File: config.mk
export PLATFORM = sky130hd
export DESIGN_NAME = hack_alu_pipe
export DESIGN_NICKNAME = d
export VERILOG_FILES = /design/src/rtl/hack_alu_pkg.sv /design/src/rtl/hack_alu_core.sv /design/src/rtl/hack_alu_pipe.sv
export SDC_FILE = /design/constraint.sdc
export NUM_CORES = 1
export LEC_CHECK = 0
export BUFFER_PORTS_ARGS = -buffer_cell sky130_fd_sc_hd__buf_4
export CAP_MARGIN = 0
export CORE_AREA = 2 2 115 117
export DETAILED_ROUTE_END_ITERATION = 8
export DIE_AREA = 0 0 117 119
export SETUP_SLACK_MARGIN = 0.1
export SKIP_LAST_GASP = 1
export SLEW_MARGIN = 25
export SYNTH_ARGS = -nofsm -noshare
export SYNTH_HDL_FRONTEND = slang
export SYNTH_SLANG_ARGS = --single-unit
File: constraint.sdc
create_clock -name clk -period 6.3 [get_ports clk]
set_input_delay 1.26 -clock clk [delete_from_list [all_inputs] [get_ports clk]]
set_output_delay 1.26 -clock clk [all_outputs]
set_load 0.02 [all_outputs]
File: src/rtl/hack_alu_pkg.sv
// Shared definitions for the pipelined Hack ALU: control bit positions and
// the named control words used by the decoder and the bench.
package hack_alu_pkg;

    localparam int CTRL_W = 6;

    localparam int ZX = 5;
    localparam int NX = 4;
    localparam int ZY = 3;
    localparam int NY = 2;
    localparam int F  = 1;
    localparam int NO = 0;

    localparam logic [CTRL_W-1:0] ADD    = 6'b000010;
    localparam logic [CTRL_W-1:0] SUB_XY = 6'b010011;
    localparam logic [CTRL_W-1:0] AND    = 6'b000000;
    localparam logic [CTRL_W-1:0] ZERO   = 6'b101010;
    localparam logic [CTRL_W-1:0] ONE    = 6'b111111;

endpackage

File: src/rtl/hack_alu_core.sv
// Hack ALU split at the x2/y2 boundary: operand preprocessing (zero/negate)
// feeds stage 1, the add/and function with output negation feeds stage 2.
module hack_alu_pre
    import hack_alu_pkg::*;
#(
    parameter int WIDTH = 16
) (
    input  logic [WIDTH-1:0]  x,
    input  logic [WIDTH-1:0]  y,
    input  logic [CTRL_W-1:0] ctrl,
    output logic [WIDTH-1:0]  x2,
    output logic [WIDTH-1:0]  y2
);

    logic [WIDTH-1:0] x1_s;
    logic [WIDTH-1:0] y1_s;

    // Zero then optionally invert each operand.
    always_comb begin
        if (ctrl[ZX]) begin
            x1_s = {WIDTH{1'b0}};
        end else begin
            x1_s = x;
        end
        if (ctrl[NX]) begin
            x2 = ~x1_s;
        end else begin
            x2 = x1_s;
        end
        if (ctrl[ZY]) begin
            y1_s = {WIDTH{1'b0}};
        end else begin
            y1_s = y;
        end
        if (ctrl[NY]) begin
            y2 = ~y1_s;
        end else begin
            y2 = y1_s;
        end
    end

endmodule

module hack_alu_core #(
    parameter int WIDTH = 16
) (
    input  logic [WIDTH-1:0] x2,
    input  logic [WIDTH-1:0] y2,
    input  logic             f,
    input  logic             no,
    output logic [WIDTH-1:0] result,
    output logic             carry,
    output logic             overflow
);

    logic [WIDTH:0]   sum_s;
    logic [WIDTH-1:0] r_s;

    // Carry and overflow come from the raw sum, before the output inversion.
    always_comb begin
        sum_s = {1'b0, x2} + {1'b0, y2};
        if (f) begin
            r_s      = sum_s[WIDTH-1:0];
            carry    = sum_s[WIDTH];
            overflow = (x2[WIDTH-1] == y2[WIDTH-1]) && (sum_s[WIDTH-1] != x2[WIDTH-1]);
        end else begin
            r_s      = x2 & y2;
            carry    = 1'b0;
            overflow = 1'b0;
        end
        if (no) begin
            result = ~r_s;
        end else begin
            result = r_s;
        end
    end

endmodule

File: src/rtl/hack_alu_pipe.sv
// Two-stage elastic Hack ALU: s1 holds preprocessed operands, s2 holds the
// result and status flags; op_count tallies results taken downstream.
module hack_alu_pipe
    import hack_alu_pkg::*;
#(
    parameter int WIDTH = 16,
    parameter int CNT_W = 32
) (
    input  logic              clk,
    input  logic              rst,
    input  logic              in_valid,
    output logic              in_ready,
    input  logic [WIDTH-1:0]  X,
    input  logic [WIDTH-1:0]  Y,
    input  logic [CTRL_W-1:0] ctrl,
    output logic              out_valid,
    input  logic              out_ready,
    output logic [WIDTH-1:0]  out,
    output logic              zr,
    output logic              ng,
    output logic              carry_out,
    output logic              overflow,
    output logic [CNT_W-1:0]  op_count
);

    localparam logic [CNT_W-1:0] CNT_ONE = {{(CNT_W-1){1'b0}}, 1'b1};

    logic             s1_valid_q, s1_valid_d;
    logic [WIDTH-1:0] s1_x2_q, s1_x2_d;
    logic [WIDTH-1:0] s1_y2_q, s1_y2_d;
    logic             s1_f_q, s1_f_d;
    logic             s1_no_q, s1_no_d;
    logic             s2_valid_q, s2_valid_d;
    logic [WIDTH-1:0] out_q, out_d;
    logic             zr_q, zr_d;
    logic             ng_q, ng_d;
    logic             carry_q, carry_d;
    logic             ovf_q, ovf_d;
    logic [CNT_W-1:0] op_count_q, op_count_d;

    logic             s1_adv_s;
    logic             s2_adv_s;
    logic [WIDTH-1:0] x2_s;
    logic [WIDTH-1:0] y2_s;
    logic [WIDTH-1:0] res_s;
    logic             carry_s;
    logic             ovf_s;

    hack_alu_pre #(.WIDTH(WIDTH)) u_pre (
        .x    (X),
        .y    (Y),
        .ctrl (ctrl),
        .x2   (x2_s),
        .y2   (y2_s)
    );

    hack_alu_core #(.WIDTH(WIDTH)) u_core (
        .x2       (s1_x2_q),
        .y2       (s1_y2_q),
        .f        (s1_f_q),
        .no       (s1_no_q),
        .result   (res_s),
        .carry    (carry_s),
        .overflow (ovf_s)
    );

    // Backpressure ripples from the output; in_valid never feeds in_ready.
    assign s2_adv_s = !s2_valid_q || out_ready;
    assign s1_adv_s = !s1_valid_q || s2_adv_s;

    // Next-state for both stages and the completion counter.
    always_comb begin
        s1_valid_d = s1_valid_q;
        s1_x2_d    = s1_x2_q;
        s1_y2_d    = s1_y2_q;
        s1_f_d     = s1_f_q;
        s1_no_d    = s1_no_q;
        s2_valid_d = s2_valid_q;
        out_d      = out_q;
        zr_d       = zr_q;
        ng_d       = ng_q;
        carry_d    = carry_q;
        ovf_d      = ovf_q;
        op_count_d = op_count_q;

        if (s2_adv_s) begin
            s2_valid_d = s1_valid_q;
            if (s1_valid_q) begin
                out_d   = res_s;
                zr_d    = (res_s == {WIDTH{1'b0}});
                ng_d    = res_s[WIDTH-1];
                carry_d = carry_s;
                ovf_d   = ovf_s;
            end else begin
                out_d   = out_q;
            end
        end else begin
            s2_valid_d = s2_valid_q;
        end

        if (s1_adv_s) begin
            s1_valid_d = in_valid;
            if (in_valid) begin
                s1_x2_d = x2_s;
                s1_y2_d = y2_s;
                s1_f_d  = ctrl[F];
                s1_no_d = ctrl[NO];
            end else begin
                s1_x2_d = s1_x2_q;
            end
        end else begin
            s1_valid_d = s1_valid_q;
        end

        if (s2_valid_q && out_ready) begin
            op_count_d = op_count_q + CNT_ONE;
        end else begin
            op_count_d = op_count_q;
        end
    end

    // Pipeline state; reset discards anything in flight.
    always_ff @(posedge clk or posedge rst) begin
        if (rst) begin
            s1_valid_q <= 1'b0;
            s1_x2_q    <= {WIDTH{1'b0}};
            s1_y2_q    <= {WIDTH{1'b0}};
            s1_f_q     <= 1'b0;
            s1_no_q    <= 1'b0;
            s2_valid_q <= 1'b0;
            out_q      <= {WIDTH{1'b0}};
            zr_q       <= 1'b0;
            ng_q       <= 1'b0;
            carry_q    <= 1'b0;
            ovf_q      <= 1'b0;
            op_count_q <= {CNT_W{1'b0}};
        end else begin
            s1_valid_q <= s1_valid_d;
            s1_x2_q    <= s1_x2_d;
            s1_y2_q    <= s1_y2_d;
            s1_f_q     <= s1_f_d;
            s1_no_q    <= s1_no_d;
            s2_valid_q <= s2_valid_d;
            out_q      <= out_d;
            zr_q       <= zr_d;
            ng_q       <= ng_d;
            carry_q    <= carry_d;
            ovf_q      <= ovf_d;
            op_count_q <= op_count_d;
        end
    end

    assign in_ready  = s1_adv_s;
    assign out_valid = s2_valid_q;
    assign out       = out_q;
    assign zr        = zr_q;
    assign ng        = ng_q;
    assign carry_out = carry_q;
    assign overflow  = ovf_q;
    assign op_count  = op_count_q;

endmodule

==> flow_summary_export.csv, run 1 <==
group,metric,value,unit
yosys,avgSynthCellArea,9.41,um^2
critical_path,cp_cell_sequence,"buf_4 -> nand3b_1 -> buf_4",
clock_tree,post_cts_buffers,0,
placement,place.gp.congestion,0.821,
cells_and_area,fillerInstances,1224,
cells_and_area,layout.nets,702,
yosys,synth_edf_count,0,
yosys,synth-seq-cells,87,
floorplanning,std_cell_rows,42,
yosys,synthArstFlopShare,100,%
route,vias,4025,
floorplanning,ios,96,
yosys,synth_nets,623,
critical_path,critPathMaxStageDelay,180,ps
timing,slew_viol_final,0,
cells_and_area,seq_area,2180,um^2
route,antenna_left,0,
critical_path,cp_slowest_cell,"nand3b_1",
floorplanning,fp.dieArea,13900,um^2
clock_tree,cts_max_level,3,
yosys,synth_cell_types,61,
yosys,synth.area.top_cells,"dfrtp_1 41%, xnor2_1 12%, nand2_1 5.5%, nor2b_1 5.0%, o21ai_0 4.2%",
placement,dp_hpwl,7.97,mm
cells_and_area,synthToLayoutAreaGrowth,21.0,%
yosys,synthFlopType,"dfrtp_1",
timing,hold_violations,0,
route,wire_per_inst,12.7,um
pwr,power_density,320,nW/um^2
global_routing,grt_usage,15.9,%
route,drc_errors,0,
yosys,synthCells,563,
job,cap_violations,0,
route,wl,10.5,mm
clock_tree,cts_root_buf,"clkbuf_16",
critical_path,cp-end-kind,"output port",
critical_path,critical_path_class,"in -> out",
floorplanning,core,12900,um^2
yosys,synth_commonest_cells,"87 x dfrtp_1, 77 x nand2_1, 75 x xnor2_1, 44 x o21ai_0, 42 x nor2b_1",
pwr,total_power,2.05,mW
clock_tree,cts_tree,"yes",
route,drt_pre_antenna_iters,4,
global_routing,grt_overflow_total,0,
timing,setup_tns,0,ps
yosys,yosysWarnings,0,
yosys,synth_top_area_share,41.1,%
timing,rsz0062_at_grt,"no",
timing,finClkSkew,6.33,ps
timing,tightest_slew,873,ps
clock_tree,ctsHoldBuffers,0,
clock_tree,clk_path_buf_depth,2,
clock_tree,cts_inserted_buffers,9,
clock_tree,clk_latency,340,ps
yosys,synth_area,5300,um^2
timing,finalCriticalPeriod,3010,ps
critical_path,critPathArrivalTime,1750,ps
status,status,"finished clean",
critical_path,path_delay_family,"buffers and inverters",
timing,hold_slack,480,ps
clock_tree,cts.sinks,87,
timing,fmax,332,MHz
route,via_per_inst,4.90,
critical_path,cp_num_buf_inv,2,
critical_path,required,5040,ps
placement,port_buffers,95,
pwr,peakVddDrop,0.000139,V
timing,setup_violations,0,
clock_tree,cts_resized,0,
cells_and_area,antenna_cells,0,
critical_path,critPathLaunchType,"input port",
cells_and_area,multi_input_area,2970,um^2
clock_tree,clkTransAtPathRegs,60,ps
cells_and_area,post_route_cells_drive_above_1_share,21.7,%
critical_path,critical_path.most_common_cell,"buf_4",
floorplanning,chipHeight,119,um
route,drtIter0Drc,204,
yosys,yosysSeqAreaShare,41.1,%
critical_path,cp_max_fo,4,
yosys,yosys.area.top_type,"dfrtp_1",
pwr,p_leak,2.84,nW
global_routing,grt_pass1_wl,18.1,mm
global_routing,grt_max_degree,88,
floorplanning,die_w,117,um
global_routing,antenna_found_initial,0,
floorplanning,initial_utilization,41.2,%
timing,maxSlewHeadroom,41.6,%
worst_hold_path,holdCritPathClass,"reg -> reg",
timing,finalCritPeriodShare,47.8,%
global_routing,grt_pass1_vias,3808,
yosys,synth_most_common_cell,"dfrtp_1",
worst paths after layout:
check	from	endpoint	slack [ps]	cells after the start
setup / recovery	out_ready	in_ready	3290	3
hold / removal	overflow	overflow	480	2
setup reg to reg	s1_x2_q[0]	zr	3340	10
hold reg to reg	overflow	overflow	480	2
max in group asynchronous	rst	op_count[27]	4640	3
min in group asynchronous	rst	op_count[28]	1110	3
power breakdown:
| part | leakage [nW] | internal [mW] | switching (mW) |
|---|---|---|---|
| clock | 0.132 | 0.267 | 0.223 |
| sequential | 1.11 | 0.664 | 0.0810 |
| combinational | 1.60 | 0.368 | 0.449 |
| total | 2.84 | 1.30 | 0.753 |
routing by layer:
layer | wire length, um | track usage, %
met3 | 506 | 3.26
met2 | 4540 | 24.7
met4 | 126 | 4.41
met1 | 5280 | 22.5
met5 | 0 | 0
layout make-up:
class	instances	share of cell area [%]
Inverter	7	0.429
Clock inverter	6	0.742
Tap cell	176	3.43
Multi-Input combinational cell	439	46.4
Sequential cell	87	34.0
Timing Repair Buffer	98	11.5
Clock buffer	9	3.51
worst register-to-register path: stages, from the launching register on:
cell and delay [ps]:
dfrtp_1 380, ha_1 240, fa_1 440, a211oi_2 340, o21a_1 230, a211oi_2 110, or3_1 370, a31oi_2 290
and4_1 250, o221ai_2 110, o21ai_2 120
cell families after synthesis:
family                     synth area share [%]
and+or+nand+nor                            21.3
AOI/OAI and AO/OA                          14.2
DFF                                        41.1
xor gates and xnor gates                   13.4
buffers and inverters                      2.79
adders and majority gates                  4.39
muxes                                      2.88
placed cells by master (no fill, tap or decap), types with 5 or more instances in the layout:
cell type	synthesis	final
nor2_1	19	19
and3_1	12	12
o21ai_1	5	5
nand3_1	19	19
xor2_1	6	6
nand2_1	77	77
and4_1	6	6
clkbuf_16	0	9
or3_1	6	6
a21o_1	6	6
nand4_1	7	7
nor3_1	8	8
xnor2_1	75	75
ha_1	17	17
nor2b_1	42	42
a21oi_1	17	17
o21ai_0	44	44
buf_4	1	97
mux2_2	10	10
inv_1	7	6
nand2b_1	6	6
dfrtp_1	87	87
per-stage QoR:
step	setup WS, ps	util (%)	std cells	area [um^2]
floorplan	2790	-	563	5300
global placement	3230	47.6	807	6130
detailed placement	3210	47.7	807	6140
CTS	3290	49.8	822	6410
global route	3170	49.8	822	6410
finish	3290	49.8	822	6410
registers in the layout, indices dropped and copies added (netlist names):
register and flops:
s1_y2_q 16, s1_x2_q 16, op_count 32, out_valid 1, carry_out 1, overflow 1
out 16, s1_no_q 1, s1_valid_q 1, s1_f_q 1, zr 1
(Power assumes the default switching activity.)
==> run 2, diff against run 1 <==
- clock period: 6.3 -> 3.15 ns (I/O delays scaled with it)
==> flow_summary_export.csv, run 2 (synthesis gave the netlist of run 1 again) <==
group,metric,value,unit
clock_tree,cts_root_buf,"clkbuf_16",
clock_tree,clk_path_buf_depth,2,
timing,setup_violations,0,
floorplanning,die_w,117,um
clock_tree,clkTransAtPathRegs,60,ps
clock_tree,post_cts_buffers,0,
clock_tree,cts_max_level,3,
clock_tree,cts.sinks,87,
floorplanning,fp.dieArea,13900,um^2
timing,rsz0062_at_grt,"no",
critical_path,required,3420,ps
timing,finalCritPeriodShare,90.3,%
cells_and_area,final_cell_mix,"107 x buf_4, 87 x dfrtp_1, 77 x nand2_1",
pwr,p_clk_share,26.8,%
timing,hold_violations,0,
job,cap_violations,0,
route,antenna_left,0,
placement,dp_slack,245,ps
route,drt_pre_antenna_iters,5,
floorplanning,ios,96,
cells_and_area,post_route_cells_drive_above_1_share,22.8,%
placement,dp_hpwl,8.47,mm
route,drtIter0Drc,279,
cells_and_area,layout.nets,712,
timing,finalWorstSetupSlack,305,ps
global_routing,antenna_found_initial,0,
status,status,"finished clean",
timing,finClkSkew,3.31,ps
timing,setup_tns,0,ps
critical_path,cp-end-kind,"flop",
pwr,power_density,660,nW/um^2
critical_path,reg2reg_to,"zr",
route,vias,4157,
global_routing,grt_overflow_total,0,
critical_path,r2r_setup_slack,300,ps
global_routing,grt_pass1_vias,3965,
critical_path,r2r_start,"s1_x2_q[0]",
pwr,p_sw,1.51,mW
critical_path,cp_max_fo,4,
clock_tree,cts_tree,"yes",
timing,fmax,351,MHz
clock_tree,ctsHoldBuffers,0,
cells_and_area,largest_reg_flops,32,
cells_and_area,final_common_cell,"buf_4",
pwr,p_leak,2.93,nW
pwr,p_sw_share,34.8,%
global_routing,grt_usage,16.6,%
route,drc_errors,0,
cells_and_area,fin_cells,833,
floorplanning,std_cell_rows,42,
pwr,total_power,4.34,mW
clock_tree,clk_latency,340,ps
worst_hold_path,holdCritPathClass,"in -> async",
route,wl,11.0,mm
clock_tree,cts_resized,0,
timing,finalCriticalPeriod,2850,ps
critical_path,critPathLaunchType,"flop",
route,via_per_inst,4.99,
pwr,internal-power,2.83,mW
placement,port_buffers,95,
clock_tree,cts_inserted_buffers,9,
floorplanning,core,12900,um^2
floorplanning,chipHeight,119,um
timing,slew_viol_final,0,
global_routing,grt_max_degree,78,
cells_and_area,antenna_cells,0,
cells_and_area,synthToLayoutAreaGrowth,24.0,%
pwr,seq_power_share,34.2,%
timing,maxSlewHeadroom,40.7,%
pwr,comb_power_share,39.0,%
critical_path,critPathArrivalTime,3110,ps
placement,dp.cells,817,
critical_path,critical_path_class,"reg -> reg",
floorplanning,initial_utilization,41.2,%
pwr,peakVddDrop,0.000279,V
placement,place.gp.congestion,0.810,
global_routing,grt_pass1_wl,18.6,mm
timing,tightest_slew,878,ps
critical_path,ff2ff_path_depth,10,
route,wire_per_inst,13.2,um
## run 2: power groups by stage
stage / Combinational (mW) / Sequential [mW] / Clock (mW)
floorplan: 1.02 / 1.65 / 0
global placement: 1.66 / 1.50 / 0
detailed placement: 1.68 / 1.51 / 0
CTS: 1.68 / 1.49 / 1.20
global route: 1.86 / 1.52 / 1.25
finish: 1.69 / 1.49 / 1.16
## run 2: how the worst max path moves through the flow
| stage | startpoint | to | slack [ps] | cells after the start |
|---|---|---|---|---|
| floorplan | rst | carry_out | 270 | 1 |
| global placement | s1_x2_q[0] | zr | 300 | 10 |
| global route | s1_x2_q[0] | zr | 130 | 10 |
| detailed placement | s1_x2_q[0] | zr | 250 | 10 |
| finish | s1_x2_q[0] | zr | 300 | 10 |
| CTS | s1_x2_q[0] | zr | 220 | 10 |
## run 2: final cells by class
| class | instances | area [um^2] |
|---|---|---|
| well taps | 176 | 220 |
| clock inverters | 4 | 77.6 |
| repair buffers | 108 | 823 |
| clock buffers | 12 | 256 |
| fillers | 1210 | 6300 |
| inverters | 7 | 27.5 |
| flip-flops and latches | 87 | 2180 |
| multi-input cells | 439 | 2990 |
## run 2: critical path: stages, from the launching register on
cell and delay (ps):
dfrtp_1 390, ha_1 250, fa_1 470, a211oi_4 280, o21a_1 210, a211oi_2 110, or3_1 400, a31oi_4 230
and4_1 230, o221ai_2 100, o21ai_2 110
## run 2: per-stage QoR
stage                     area (um^2)  util [%]  hold WS [ps]
final                            6570      51.0           198
after CTS                        6560      50.9           192
after global routing             6570      51.0           195
after global placement           6220      48.3           461
after detailed placement         6220      48.3           466
after floorplan                  5300         -           454
## run 2: layer usage
metal / wire length [um] / vias up / GRT usage, %
li1: - / 2126 / -
met1: 5420 / 1924 / 23.3
met2: 4890 / 96 / 25.5
met3: 529 / 11 / 3.66
met4: 117 / 0 / 5.07
met5: 0 / - / 0
==> run 3, diff against run 2 <==
- CELL_PAD_IN_SITES_DETAIL_PLACEMENT: not set -> 0
- CELL_PAD_IN_SITES_GLOBAL_PLACEMENT: not set -> 2
- CORE_AREA: 2 2 115 117 -> 2 2 127 129
- DIE_AREA: 0 0 117 119 -> 0 0 129 131
- PLACE_DENSITY_LB_ADDON: not set -> 0.1
==> flow_summary_export.csv, run 3 (synthesis gave the netlist of run 1 again) <==
group,metric,value,unit
pwr,peakVddDrop,0.000257,V
route,antenna_left,0,
placement,port_buffers,95,
timing,fmax,346,MHz
critical_path,critical_path_class,"reg -> reg",
timing,tightest_slew,537,ps
critical_path,critPathMaxStageDelay,480,ps
placement,dpl-instance-area,6250,um^2
route,drt_pre_antenna_iters,4,
placement,place.gp.congestion,0.824,
placement,dp_hpwl,9.61,mm
clock_tree,clkTransAtPathRegs,70,ps
floorplanning,chipHeight,131,um
critical_path,cp_max_fo,4,
clock_tree,clk_latency,340,ps
floorplanning,fp.dieArea,16900,um^2
global_routing,grt_pass1_vias,4009,
floorplanning,die_w,129,um
cells_and_area,synthToLayoutAreaGrowth,23.8,%
global_routing,antenna_found_initial,0,
global_routing,grt_overflow_total,0,
cells_and_area,final_common_cell,"buf_4",
floorplanning,ios,96,
clock_tree,cts_inserted_buffers,9,
placement,dp_slack,202,ps
route,drc_errors,0,
job,cap_violations,0,
timing,slew_viol_final,0,
floorplanning,std_cell_rows,46,
cells_and_area,antenna_cells,0,
clock_tree,cts_max_level,3,
clock_tree,cts_tree,"yes",
route,wire_per_inst,14.4,um
floorplanning,core,15600,um^2
critical_path,crit_path_start,"s1_x2_q[0]",
critical_path,cp_cell_sequence,"ha_1 -> fa_1 -> a211oi_4 -> o21a_1 -> a211oi_2 -> or3_1 -> a31oi_4 -> and4_1 -> o221ai_2 -> o21ai_2",
route,wl,12.5,mm
critical_path,critPathArrivalTime,3160,ps
critical_path,required,3420,ps
cells_and_area,largest_reg_flops,32,
critical_path,cp_slowest_cell,"fa_1",
critical_path,ff2ff_path_depth,10,
pwr,p_leak,2.89,nW
global_routing,grt_usage,15.5,%
pwr,total_power,4.28,mW
timing,setup_violations,0,
cells_and_area,final_cell_mix,"106 x buf_4, 87 x dfrtp_1, 76 x nand2_1",
timing,hold_violations,0,
pwr,power_density,652,nW/um^2
timing,rsz0062_at_grt,"no",
cells_and_area,final_area,6560,um^2
route,vias,4175,
critical_path,cp-end-kind,"flop",
cells_and_area,fillerInstances,1561,
timing,finalCriticalPeriod,2890,ps
floorplanning,initial_utilization,34.0,%
cells_and_area,layout.nets,710,
route,drtIter0Drc,115,
timing,finalWorstSetupSlack,262,ps
cells_and_area,post_route_cells_drive_above_1_share,22.7,%
clock_tree,clk_path_buf_depth,2,
clock_tree,cts.sinks,87,
timing,setup_tns,0,ps
timing,finClkSkew,6.68,ps
clock_tree,ctsHoldBuffers,0,
timing,maxSlewHeadroom,64.2,%
critical_path,r2r_start,"s1_x2_q[0]",
status,status,"finished clean",
clock_tree,cts_root_buf,"clkbuf_16",
timing,finalCritPeriodShare,91.7,%
global_routing,grt_max_degree,56,
route,via_per_inst,4.79,
global_routing,grt_pass1_wl,20.4,mm
worst_hold_path,holdCritPathClass,"in -> async",
critical_path,critPathLaunchType,"flop",
[run 3: cell types whose count changed in the layout (fill, tap and decap cells not counted), sizes merged]
cell and delta:
inv +2, buf -2, clkinvlp +1, clkbuf -2
bufinv -1
[run 3: where the power goes]
| part | internal (mW) | total, mW | switching (mW) | leakage (nW) |
|---|---|---|---|---|
| sequential | 1.33 | 1.49 | 0.157 | 1.11 |
| combinational | 0.761 | 1.71 | 0.951 | 1.64 |
| clock | 0.621 | 1.08 | 0.461 | 0.143 |
[run 3: worst paths after layout]
kind | to | slack (ps)
hold reg to reg | op_count[31] | 470
setup / recovery | zr | 260
max in group asynchronous | out[3] | 2070
hold / removal | op_count[6] | 310
min in group clk | op_count[31] | 470
setup reg to reg | zr | 260
[run 3: critical path: cells and delay by family (launching register included)]
| family | cells | cell delay (ps) |
|---|---|---|
| compound gates | 6 | 1080 |
| fa+ha+maj | 2 | 720 |
| simple gates | 2 | 640 |
| flops | 1 | 380 |
[run 3: layer usage]
metal  part of all wire, %  global-route usage, %  vias to the layer above
met1                    51                   22.6                     1944
met5                     0                      0                        -
met2                    43                   23.0                       94
li1                      -                      -                     2121
met4                   1.9                   6.27                        0
met3                   3.9                   2.61                       16
[run 3: metrics by stage]
step	util, %	instances	hold WS, ps
global route	42.1	871	353
floorplan	-	563	454
detailed placement	40.1	855	464
CTS	42.0	871	327
finish	42.1	871	310
global placement	40.1	855	463
[run 3: cell type report]
class	instances	area, um^2	share of cell area [%]
flip-flops and latches	87	2180	33.2
clock inverters	6	68.8	1.05
inverters	7	27.5	0.420
clock buffers	10	229	3.49
repair buffers	106	796	12.1
multi-input cells	439	2990	45.6
well taps	216	270	4.12
[run 3: repair_timing]
item	CTS	global route
endpoints found under the setup margin	0	1
gates resized for setup	0	2
endpoints found under the hold margin	0	0
setup buffers	0	0
